[config.mk]
export PLATFORM = sky130hd
export DESIGN_NAME = collision_blue_flat
export DESIGN_NICKNAME = d
export VERILOG_FILES = /design/src/rtl/collision_pkg.sv /design/src/rtl/collision_blue_if.sv /design/src/rtl/collision_probe_addr.sv /design/src/rtl/collision_blue.sv /design/src/flat_wrapper.sv
export SDC_FILE = /design/constraint.sdc
export NUM_CORES = 1
export LEC_CHECK = 0
export ABC_AREA = 1
export BUFFER_PORTS_ARGS = -buffer_cell sky130_fd_sc_hd__buf_2
export CAP_MARGIN = 5
export CORE_MARGIN = 10
export CORE_UTILIZATION = 54
export DETAILED_ROUTE_END_ITERATION = 12
export PLACE_DENSITY_LB_ADDON = 0.05
export RECOVER_POWER = 50
export SLEW_MARGIN = 20
export SYNTH_ARGS = -nofsm -noshare
export SYNTH_HDL_FRONTEND = slang
export SYNTH_SLANG_ARGS = --single-unit
[constraint.sdc]
create_clock -name clk -period 4.15 [get_ports clk]
set_input_delay 0.83 -clock clk [delete_from_list [all_inputs] [get_ports clk]]
set_output_delay 0.83 -clock clk [all_outputs]
set_load 0.05 [all_outputs]
[src/rtl/collision_pkg.sv]
// Shared constants for the blue character's collision detector and its movement consumer.
// Holds playfield geometry, collision_state bit meanings and the scan FSM encoding.
package collision_pkg;

  localparam int TILE_SHIFT = 4;
  localparam int MAP_COLS   = 40;
  localparam int SCREEN_W   = 640;
  localparam int SCREEN_H   = 480;
  localparam int MAP_DEPTH  = 1200;

  // collision_state bit positions; probe pair k>>1 lands on exactly these indices
  localparam int COL_GROUND = 0;
  localparam int COL_CEIL   = 1;
  localparam int COL_RIGHT  = 2;
  localparam int COL_LEFT   = 3;

  localparam logic [1:0] ST_IDLE  = 2'd0;
  localparam logic [1:0] ST_ISSUE = 2'd1;
  localparam logic [1:0] ST_DRAIN = 2'd2;
  localparam logic [1:0] ST_DONE  = 2'd3;

endpackage

[src/rtl/collision_blue_if.sv]
// Request/result and tile-ROM signals of the collision detector.
// slave is the detector's view; master is the frame logic plus ROM side.
interface collision_blue_if;

  logic        start;
  logic [9:0]  current_x;
  logic [8:0]  current_y;
  logic [10:0] map_addr;
  logic        map_data;
  logic        busy;
  logic        done;
  logic [3:0]  collision_state;

  modport slave (
    input  start, current_x, current_y, map_data,
    output map_addr, busy, done, collision_state
  );

  modport master (
    output start, current_x, current_y, map_data,
    input  map_addr, busy, done, collision_state
  );

endinterface

[src/rtl/collision_probe_addr.sv]
// Maps latched position and probe index to a tile ROM address and an off-screen flag.
// Purely combinational; off-screen probes still yield a (don't-care) address.
module collision_probe_addr
  import collision_pkg::*;
#(
  parameter int CHAR_W = 16,
  parameter int CHAR_H = 16
) (
  input  logic [9:0]  i_x,
  input  logic [8:0]  i_y,
  input  logic [2:0]  i_idx,
  output logic [10:0] o_map_addr,
  output logic        o_offscreen
);

  logic [10:0]             w_px;
  logic [9:0]              w_py;
  logic                    w_under;
  logic [9-TILE_SHIFT:0]   w_row;
  logic [10-TILE_SHIFT:0]  w_col;

  // NOTE: every output of this block gets a default first, so no path can infer a latch.
  always_comb begin
    w_px    = {1'b0, i_x};
    w_py    = {1'b0, i_y};
    w_under = 1'b0;
    case (i_idx)
      3'd0: w_py = {1'b0, i_y} + 10'(CHAR_H);
      3'd1: begin
        w_px = {1'b0, i_x} + 11'(CHAR_W - 1);
        w_py = {1'b0, i_y} + 10'(CHAR_H);
      end
      3'd2: begin
        w_py    = {1'b0, i_y} - 10'd1;
        w_under = (i_y == 9'd0);
      end
      3'd3: begin
        w_px    = {1'b0, i_x} + 11'(CHAR_W - 1);
        w_py    = {1'b0, i_y} - 10'd1;
        w_under = (i_y == 9'd0);
      end
      3'd4: w_px = {1'b0, i_x} + 11'(CHAR_W);
      3'd5: begin
        w_px = {1'b0, i_x} + 11'(CHAR_W);
        w_py = {1'b0, i_y} + 10'(CHAR_H - 1);
      end
      3'd6: begin
        w_px    = {1'b0, i_x} - 11'd1;
        w_under = (i_x == 10'd0);
      end
      3'd7: begin
        w_px    = {1'b0, i_x} - 11'd1;
        w_py    = {1'b0, i_y} + 10'(CHAR_H - 1);
        w_under = (i_x == 10'd0);
      end
      default: ;
    endcase
  end

  assign w_row = w_py[9:TILE_SHIFT];
  assign w_col = w_px[10:TILE_SHIFT];

  assign o_map_addr  = 11'(w_row) * 11'(MAP_COLS) + 11'(w_col);
  assign o_offscreen = w_under || (w_px >= 11'(SCREEN_W)) || (w_py >= 10'(SCREEN_H));

endmodule

[src/rtl/collision_blue.sv]
// Per-frame collision detector for the blue character: eight ROM probes around the
// character box, one per cycle, folded into a 4-bit collision_state with a done pulse.
module collision_blue
  import collision_pkg::*;
#(
  parameter int CHAR_W = 16,
  parameter int CHAR_H = 16
) (
  input  logic             clk,
  input  logic             rst_n,
  collision_blue_if.slave  bus
);

  logic [1:0]  r_state;
  logic [9:0]  r_x;
  logic [8:0]  r_y;
  logic [2:0]  r_probe;
  logic        r_pend;
  logic [1:0]  r_pend_bit;
  logic        r_pend_off;
  logic [3:0]  r_acc;
  logic [3:0]  r_collision;
  logic        r_done;
  logic        r_busy;
  logic [10:0] w_addr;
  logic        w_off;

  collision_probe_addr #(
    .CHAR_W (CHAR_W),
    .CHAR_H (CHAR_H)
  ) u_probe_addr (
    .i_x         (r_x),
    .i_y         (r_y),
    .i_idx       (r_probe),
    .o_map_addr  (w_addr),
    .o_offscreen (w_off)
  );

  // NOTE: all state updates use <= so every register samples pre-edge values.
  always_ff @(posedge clk or negedge rst_n) begin
    if (!rst_n) begin
      r_state     <= ST_IDLE;
      r_x         <= '0;
      r_y         <= '0;
      r_probe     <= '0;
      r_pend      <= 1'b0;
      r_pend_bit  <= '0;
      r_pend_off  <= 1'b0;
      r_acc       <= '0;
      r_collision <= '0;
      r_done      <= 1'b0;
      r_busy      <= 1'b0;
    end else begin
      r_done <= 1'b0;
      r_pend <= 1'b0;
      // ROM data for the probe issued last cycle arrives now; off-screen overrides it
      if (r_pend) begin
        r_acc[r_pend_bit] <= r_acc[r_pend_bit] | r_pend_off | bus.map_data;
      end
      case (r_state)
        ST_IDLE: begin
          if (bus.start) begin
            r_x     <= bus.current_x;
            r_y     <= bus.current_y;
            r_probe <= '0;
            r_acc   <= '0;
            r_busy  <= 1'b1;
            r_state <= ST_ISSUE;
          end
        end
        ST_ISSUE: begin
          r_pend     <= 1'b1;
          r_pend_bit <= r_probe[2:1];
          r_pend_off <= w_off;
          r_probe    <= r_probe + 3'd1;
          if (r_probe == 3'd7) r_state <= ST_DRAIN;
        end
        ST_DRAIN: r_state <= ST_DONE;
        ST_DONE: begin
          r_collision <= r_acc;
          r_done      <= 1'b1;
          r_busy      <= 1'b0;
          r_state     <= ST_IDLE;
        end
        default: r_state <= ST_IDLE;
      endcase
    end
  end

  assign bus.map_addr        = (r_state == ST_ISSUE) ? w_addr : '0;
  assign bus.busy            = r_busy;
  assign bus.done            = r_done;
  assign bus.collision_state = r_collision;

endmodule

[src/flat_wrapper.sv]
// flat-port wrapper written by rule: the top's interface ports become plain ports
module collision_blue_flat import collision_pkg::*;
#(
  parameter int CHAR_W = 16,
  parameter int CHAR_H = 16
)
  (clk, rst_n, bus_start, bus_current_x, bus_current_y, bus_map_data, bus_map_addr, bus_busy, bus_done, bus_collision_state);
  collision_blue_if bus_i ();
  input  logic clk;
  input  logic rst_n;
  input wire logic [$bits(bus_i.start)-1:0] bus_start;
  input wire logic [$bits(bus_i.current_x)-1:0] bus_current_x;
  input wire logic [$bits(bus_i.current_y)-1:0] bus_current_y;
  input wire logic [$bits(bus_i.map_data)-1:0] bus_map_data;
  output wire logic [$bits(bus_i.map_addr)-1:0] bus_map_addr;
  output wire logic [$bits(bus_i.busy)-1:0] bus_busy;
  output wire logic [$bits(bus_i.done)-1:0] bus_done;
  output wire logic [$bits(bus_i.collision_state)-1:0] bus_collision_state;
  assign bus_i.start = bus_start;
  assign bus_i.current_x = bus_current_x;
  assign bus_i.current_y = bus_current_y;
  assign bus_i.map_data = bus_map_data;
  assign bus_map_addr = bus_i.map_addr;
  assign bus_busy = bus_i.busy;
  assign bus_done = bus_i.done;
  assign bus_collision_state = bus_i.collision_state;
  collision_blue #(.CHAR_W(CHAR_W), .CHAR_H(CHAR_H)) u_core (.clk(clk), .rst_n(rst_n), .bus(bus_i));
endmodule
=== After elaboration in Yosys (flattened, before gate mapping) ===
Index checks and enable logic that the tools add are counted.

* Register bits after elaboration: 38
* Input port bits: 23
* Output and inout port bits: 17
* Word-level logic and storage cells: 78

* $add $sub $neg: 8
* $mul: 1
* Magnitude comparators: 4
* Eq/ne operators: 12
* Mux-type cells: 21
* Bitwise logic cells: 2
* Reduce and logical (&&, ||, !) cells: 19

{| class="wikitable"
|+ Operators by type and width
! operator !! number
|-
| case mux 11 bit (3 select lines) || 1
|-
| case mux 10 bit (3 select lines) || 1
|-
| == test 3 bit, second input constant || 4
|-
| 2-to-1 mux 4 bit || 3
|-
| OR reduction 2 bit || 6
|-
| adder 10 x 4 -> 11 bit, second input constant || 1
|-
| adder 10 x 5 -> 11 bit, second input constant || 1
|-
| adder 11 x 7 -> 11 bit || 1
|-
| >= comparator 11 x 10 -> 1 bit, second input constant || 1
|-
| 2-to-1 mux 11 bit || 1
|-
| subtractor 10 x 1 -> 11 bit, second input constant || 1
|-
| adder 9 x 4 -> 10 bit, second input constant || 1
|-
| adder 9 x 5 -> 10 bit, second input constant || 1
|-
| >= comparator 10 x 9 -> 1 bit, second input constant || 1
|-
| logical NOT 10 bit || 1
|-
| subtractor 9 x 1 -> 10 bit, second input constant || 1
|-
| logical NOT 9 bit || 1
|-
| multiplier 6 x 3 -> 8 bit, second input constant || 1
|-
| case mux 2 bit (4 select lines) || 1
|-
| AND reduction 2 bit || 4
|-
| == test 3 x 2 -> 1 bit, second input constant || 2
|-
| case mux 3 bit (2 select lines) || 1
|-
| 2-to-1 mux 1 bit || 5
|-
| bitwise mux 4 bit || 1
|-
| 19 further kinds || 25
|}

=== Longest topological paths before layout ===
* Depth after elaboration: 8
* Depth in mapped cells: 25
* Depth with buffers taken out: 25

=== By module ===
From an unflattened synthesis, not the netlist that was laid out.

* Cells, all modules: 511
* Area, all modules: 3383.2 um2

{| class="wikitable"
|+ By module, submodules not included
! module !! times used !! cells an instance !! area each (um2) !! seq. area each (um2)
|-
| collision_blue || 1 || 211 || 1719.1 || 950.9
|-
| collision_probe_addr || 1 || 300 || 1664.1 || 0.0
|}

=== Worst setup path before layout ===
No wires, ideal clock.

* Kind: register -> output
* From: register u_core.r_probe[1]
* To: output bus_map_addr[10]
* Data arrival time: 3901 ps
* Required time: 3320 ps
* Slack: -581 ps
* Stages on the path, launching flop included: 23
* Cells stage by stage: dfrtp_1 -> ha_1 -> ha_1 -> inv_4 -> nand2_8 -> nand2_4 -> nand2_4 -> inv_2 -> nand4_2 -> nand3_1 -> nand3_1 -> nand2_1 -> inv_1 -> ha_1 -> ha_1 -> fa_1 -> inv_1 -> nor2_1 -> nand2_1 -> nor2_1 -> xnor2_1 -> o21ai_1 -> a21oi_1

* Word-level cells in the longest chain between the ends: 6
* Elaborated cells between the ends (all ways): 19
* Classes of those cells: add/sub (1); mul (1); eq/ne (7); mux (3); reduce/logical (7)

{| class="wikitable"
|+ RTL lines
! item !! line !! RTL
|-
| start, declared || collision_blue.sv:17 || <nowiki>logic [2:0] r_probe;</nowiki>
|-
| start signal, assigned || collision_blue.sv:75 || <nowiki>r_probe <= r_probe + 3'd1;</nowiki>
|-
| == test 3 bit (tied with other cells) || collision_probe_addr.sv:27 || <nowiki>case (i_idx)</nowiki>
|-
| OR reduction 2 bit (no source line) || -- ||
|-
| case mux 10 bit (3 select lines) || collision_probe_addr.sv:27 ||
|-
| multiplier 6 x 3 -> 8 bit || collision_probe_addr.sv:63 || <nowiki>assign o_map_addr = 11'(w_row) * 11'(MAP_COLS) + 11'(w_col);</nowiki>
|-
| adder 11 x 7 -> 11 bit * || collision_probe_addr.sv:63 ||
|-
| 2-to-1 mux 11 bit * || collision_blue.sv:90 || <nowiki>assign bus.map_addr = (r_state == ST_ISSUE) ? w_addr : '0;</nowiki>
|-
| end, declared || flat_wrapper.sv:15 || <nowiki>output wire logic [$bits(bus_i.map_addr)-1:0] bus_map_addr;</nowiki>
|}

Mark *: on every way between the ends. The rest lies on a longest branch, timed or not.

=== Worst setup path in the final report ===
Ends and elaborated chain as after synthesis.

==> impl_metrics.py <==
metrics = {
    "sta": {
        "tns_ns": -1.46,
        "final-hold-violation-count": 0,
        "rsz0062_at_grt": "yes",
        "period_needed_ns": 4.69,
        "worst_slack_ns": -0.541,
        "finalSetupViolCount": 4,
        "maxSlewViolCount": 39,
        "period_share": 1.13,
        "relSlewSlack": -0.389,
        "timing.fmax_mhz": 213,
        "skew_ns": 0.00802,
        "worst_slew_pin_slew_ns": 2.08,
    },
    "flow_run": {
        "max_cap_violations": 1,
    },
    "clocking": {
        "clkSlewWorstSetupHoldPaths_ns": 0.08,
        "cts_root_buffer": "clkbuf_8",
        "clk_path_buf_depth": 2,
        "cts-buffers-inserted": 5,
        "clkSinkCount": 38,
        "htreeDepth": 2,
        "insertion_delay_ns": 0.29,
        "cts_tree": "done",
    },
    "worst_setup_path": {
        "crit_family": "adder cells",
        "rrSetupSlack_ns": 1.78,
        "path_buf_inv": 4,
        "critPathRequiredTime_ns": 3.32,
        "cp.arrival_ns": 3.86,
        "path_max_fanout": 6,
        "max_stage_delay_ns": 0.57,
        "crit_chain": "ha_4, ha_4, inv_8, nand2_8, buf_12, nand2_4, nand2_4, nor2_4, nand3_2, nand3_2, nand3_2, a21oi_4, ha_4, fa_2, inv_2, nor2_4, nand2_2, nor2_4, xnor2_2, o21ai_2, a21oi_4, buf_6",
        "path_depth": 22,
        "timing.rr.start": "u_core.r_probe[1]",
        "slowest_stage": "fa_2",
        "startpoint_type": "register",
        "rr_endpoint": "u_core.r_pend_off",
        "end_kind": "output pin",
        "reg2reg_depth": 16,
        "crit_type": "reg -> out",
    },
    "status": {
        "status": "complete, but fails checks",
        "violations": "max-capacitance violations, max-slew violations, negative setup slack",
    },
    "floorplan": {
        "num_rows": 28,
        "fp.dieArea_mm2": 0.00978,
        "initial_core_util": 0.561,
        "core_area_mm2": 0.00599,
        "die-height_um": 98.9,
        "io_pins": 40,
        "die_w_um": 98.9,
    },
    "layout": {
        "fin_nets": 631,
        "drive_gt1_frac": 0.378,
        "final_core_util": 0.791,
        "seqCellArea_um2": 955,
        "finalNonFillerCells": 651,
        "antenna_cells": 0,
        "multiInputGateArea_mm2": 0.00250,
        "area_growth_pct": 40.9,
        "nFillCells": 427,
    },
    "routing": {
        "drc_errors": 0,
        "drtIter0Drc": 204,
        "dr.pass1.iters": 5,
        "ant_nets": 0,
        "wirelength_mm": 9.87,
        "avgViaCountPerCell": 5.48,
        "routedWlPerCell_um": 15.2,
        "vias": 3565,
    },
    "placed_design": {
        "dp_hpwl_mm": 6.81,
        "dp.cells": 634,
        "io_buffers": 39,
        "place_congestion": 0.913,
    },
    "synthesis": {
        "synth_cell_types": 47,
        "ys_ff_latch": 38,
        "syn_inst": 468,
        "synth_nets": 524,
        "syn-cell-area_mm2": 0.00336,
        "ys_top_cells_by_area": "dfrtp_1 28%, ha_1 12%, nand2_1 9.6%",
        "syn_area_per_cell_um2": 7.18,
        "yosysTopAreaCellShare": 0.283,
        "seq_area_frac_synth": 0.283,
        "yosys.area.top_type": "dfrtp_1",
        "yosysWarnings": 0,
    },
    "global_route": {
        "grt_max_degree": 43,
        "grt_pass1_wl_mm": 15.4,
        "grt_pass1_vias": 3480,
        "grt_overflow": 0,
        "antenna_found_initial": 0,
        "track_usage": 0.182,
    },
    "min_path": {
        "hold_path_depth": 2,
        "hold_start": "u_core.bus.busy",
        "hold_end": "u_core.bus.busy",
        "worstHoldPathType": "reg -> reg",
    },
}
## sequential cells by signal (all words and copies together), names as in the netlist
signal / cells
u_core.bus.busy: 1
u_core.r_probe: 3
u_core.r_pend: 1
u_core.r_pend_bit: 2
u_core.r_y: 9
u_core.r_pend_off: 1
u_core.bus.collision_state: 4
u_core.bus.done: 1
u_core.r_x: 10
u_core.r_state: 2
u_core.r_acc: 4
## layout make-up
type                       instances  area share
multi-input combinational        351       0.527
tap                               75      0.0198
clock buffer                       5      0.0145
sequential                        38       0.201
timing repair buffer             109       0.163
clock inverter                     3      0.0145
inverter                          70      0.0597
## worst max path at each step
stage | start | to
floorplan | u_core.r_probe[1] | bus_map_addr[10]
global placement | u_core.r_probe[1] | bus_map_addr[10]
detailed placement | u_core.r_probe[1] | bus_map_addr[10]
CTS | u_core.r_probe[1] | bus_map_addr[10]
global route | u_core.r_probe[1] | bus_map_addr[10]
finish | u_core.r_probe[1] | bus_map_addr[10]
## what timing repair did
action / 4_1_cts / 5_1_grt
pin swaps: 15 / 27
setup buffers: 7 / 5
resized for setup: 28 / 52
hold buffers: 0 / 0
setup endpoints to repair: 5 / 6
## through the flow
| stage | setup slack [ns] | hold WS [ns] | instance area (um^2) |
|---|---|---|---|
| final | -0.541 | 0.506 | 4740 |
| after global routing | -0.642 | 0.557 | 4740 |
| after CTS | -0.404 | 0.506 | 4510 |
| after detailed placement | -0.306 | 0.482 | 4170 |
| after global placement | -0.200 | 0.480 | 4170 |
| after floorplan | -0.0981 | 0.485 | 3450 |
## Yosys cell counts, drive strengths merged
cell type,instances
a21oi,34
a21boi,1
clkinv,1
a21o,2
a211o,1
and2,1
dfrtp,38
o311ai,1
nand3,46
nor2,47
nand3b,1
nor3,5
clkbuf,4
buf,5
nor4,1
a221oi,2
o221ai,1
nand4,7
o22ai,2
a41o,1
ha,31
a211oi,1
or2,3
o31ai,1
xor2,3
nand2,102
fa,2
xnor2,4
a22oi,2
inv,69
a31oi,1
o21ai,48
## placed cells by master, fill, tap and decap left out, types with 11 or more instances in the layout
cell,synthesis,routed
a21oi_1,30,23
buf_2,2,32
buf_4,0,67
dfrtp_1,38,35
ha_1,31,19
ha_4,0,12
inv_1,61,55
inv_2,7,11
nand2_1,86,80
nand2_2,11,15
nand3_1,38,33
nand3_2,8,12
nor2_1,41,35
o21ai_0,43,39
## per-layer routing
| metal | global-route usage | part of all wire | up-vias |
|---|---|---|---|
| met5 | 0 | 0 | - |
| met4 | 0.0474 | 0.014 | 0 |
| met3 | 0.0321 | 0.043 | 15 |
| met2 | 0.323 | 0.50 | 108 |
| met1 | 0.220 | 0.44 | 1682 |
| li1 | - | - | 1760 |
## worst min-delay path, cell delays in order, from the launching register on
cell,delay (ns)
dfrtp_1,0.35
o21ai_0,0.08
inv_1,0.05
## logic make-up after synthesis
logic type               synth area share
flip-flops                          0.283
AO/OA/AOI/OAI                       0.166
AND/OR/NAND/NOR                     0.312
buffers and inverters              0.0934
adder cells (fa/ha/maj)             0.127
XOR/XNOR                           0.0182
Power is left out: the tool's default activity adds up to more than one toggle a clock period on the data nets, which glitch-free logic cannot reach.
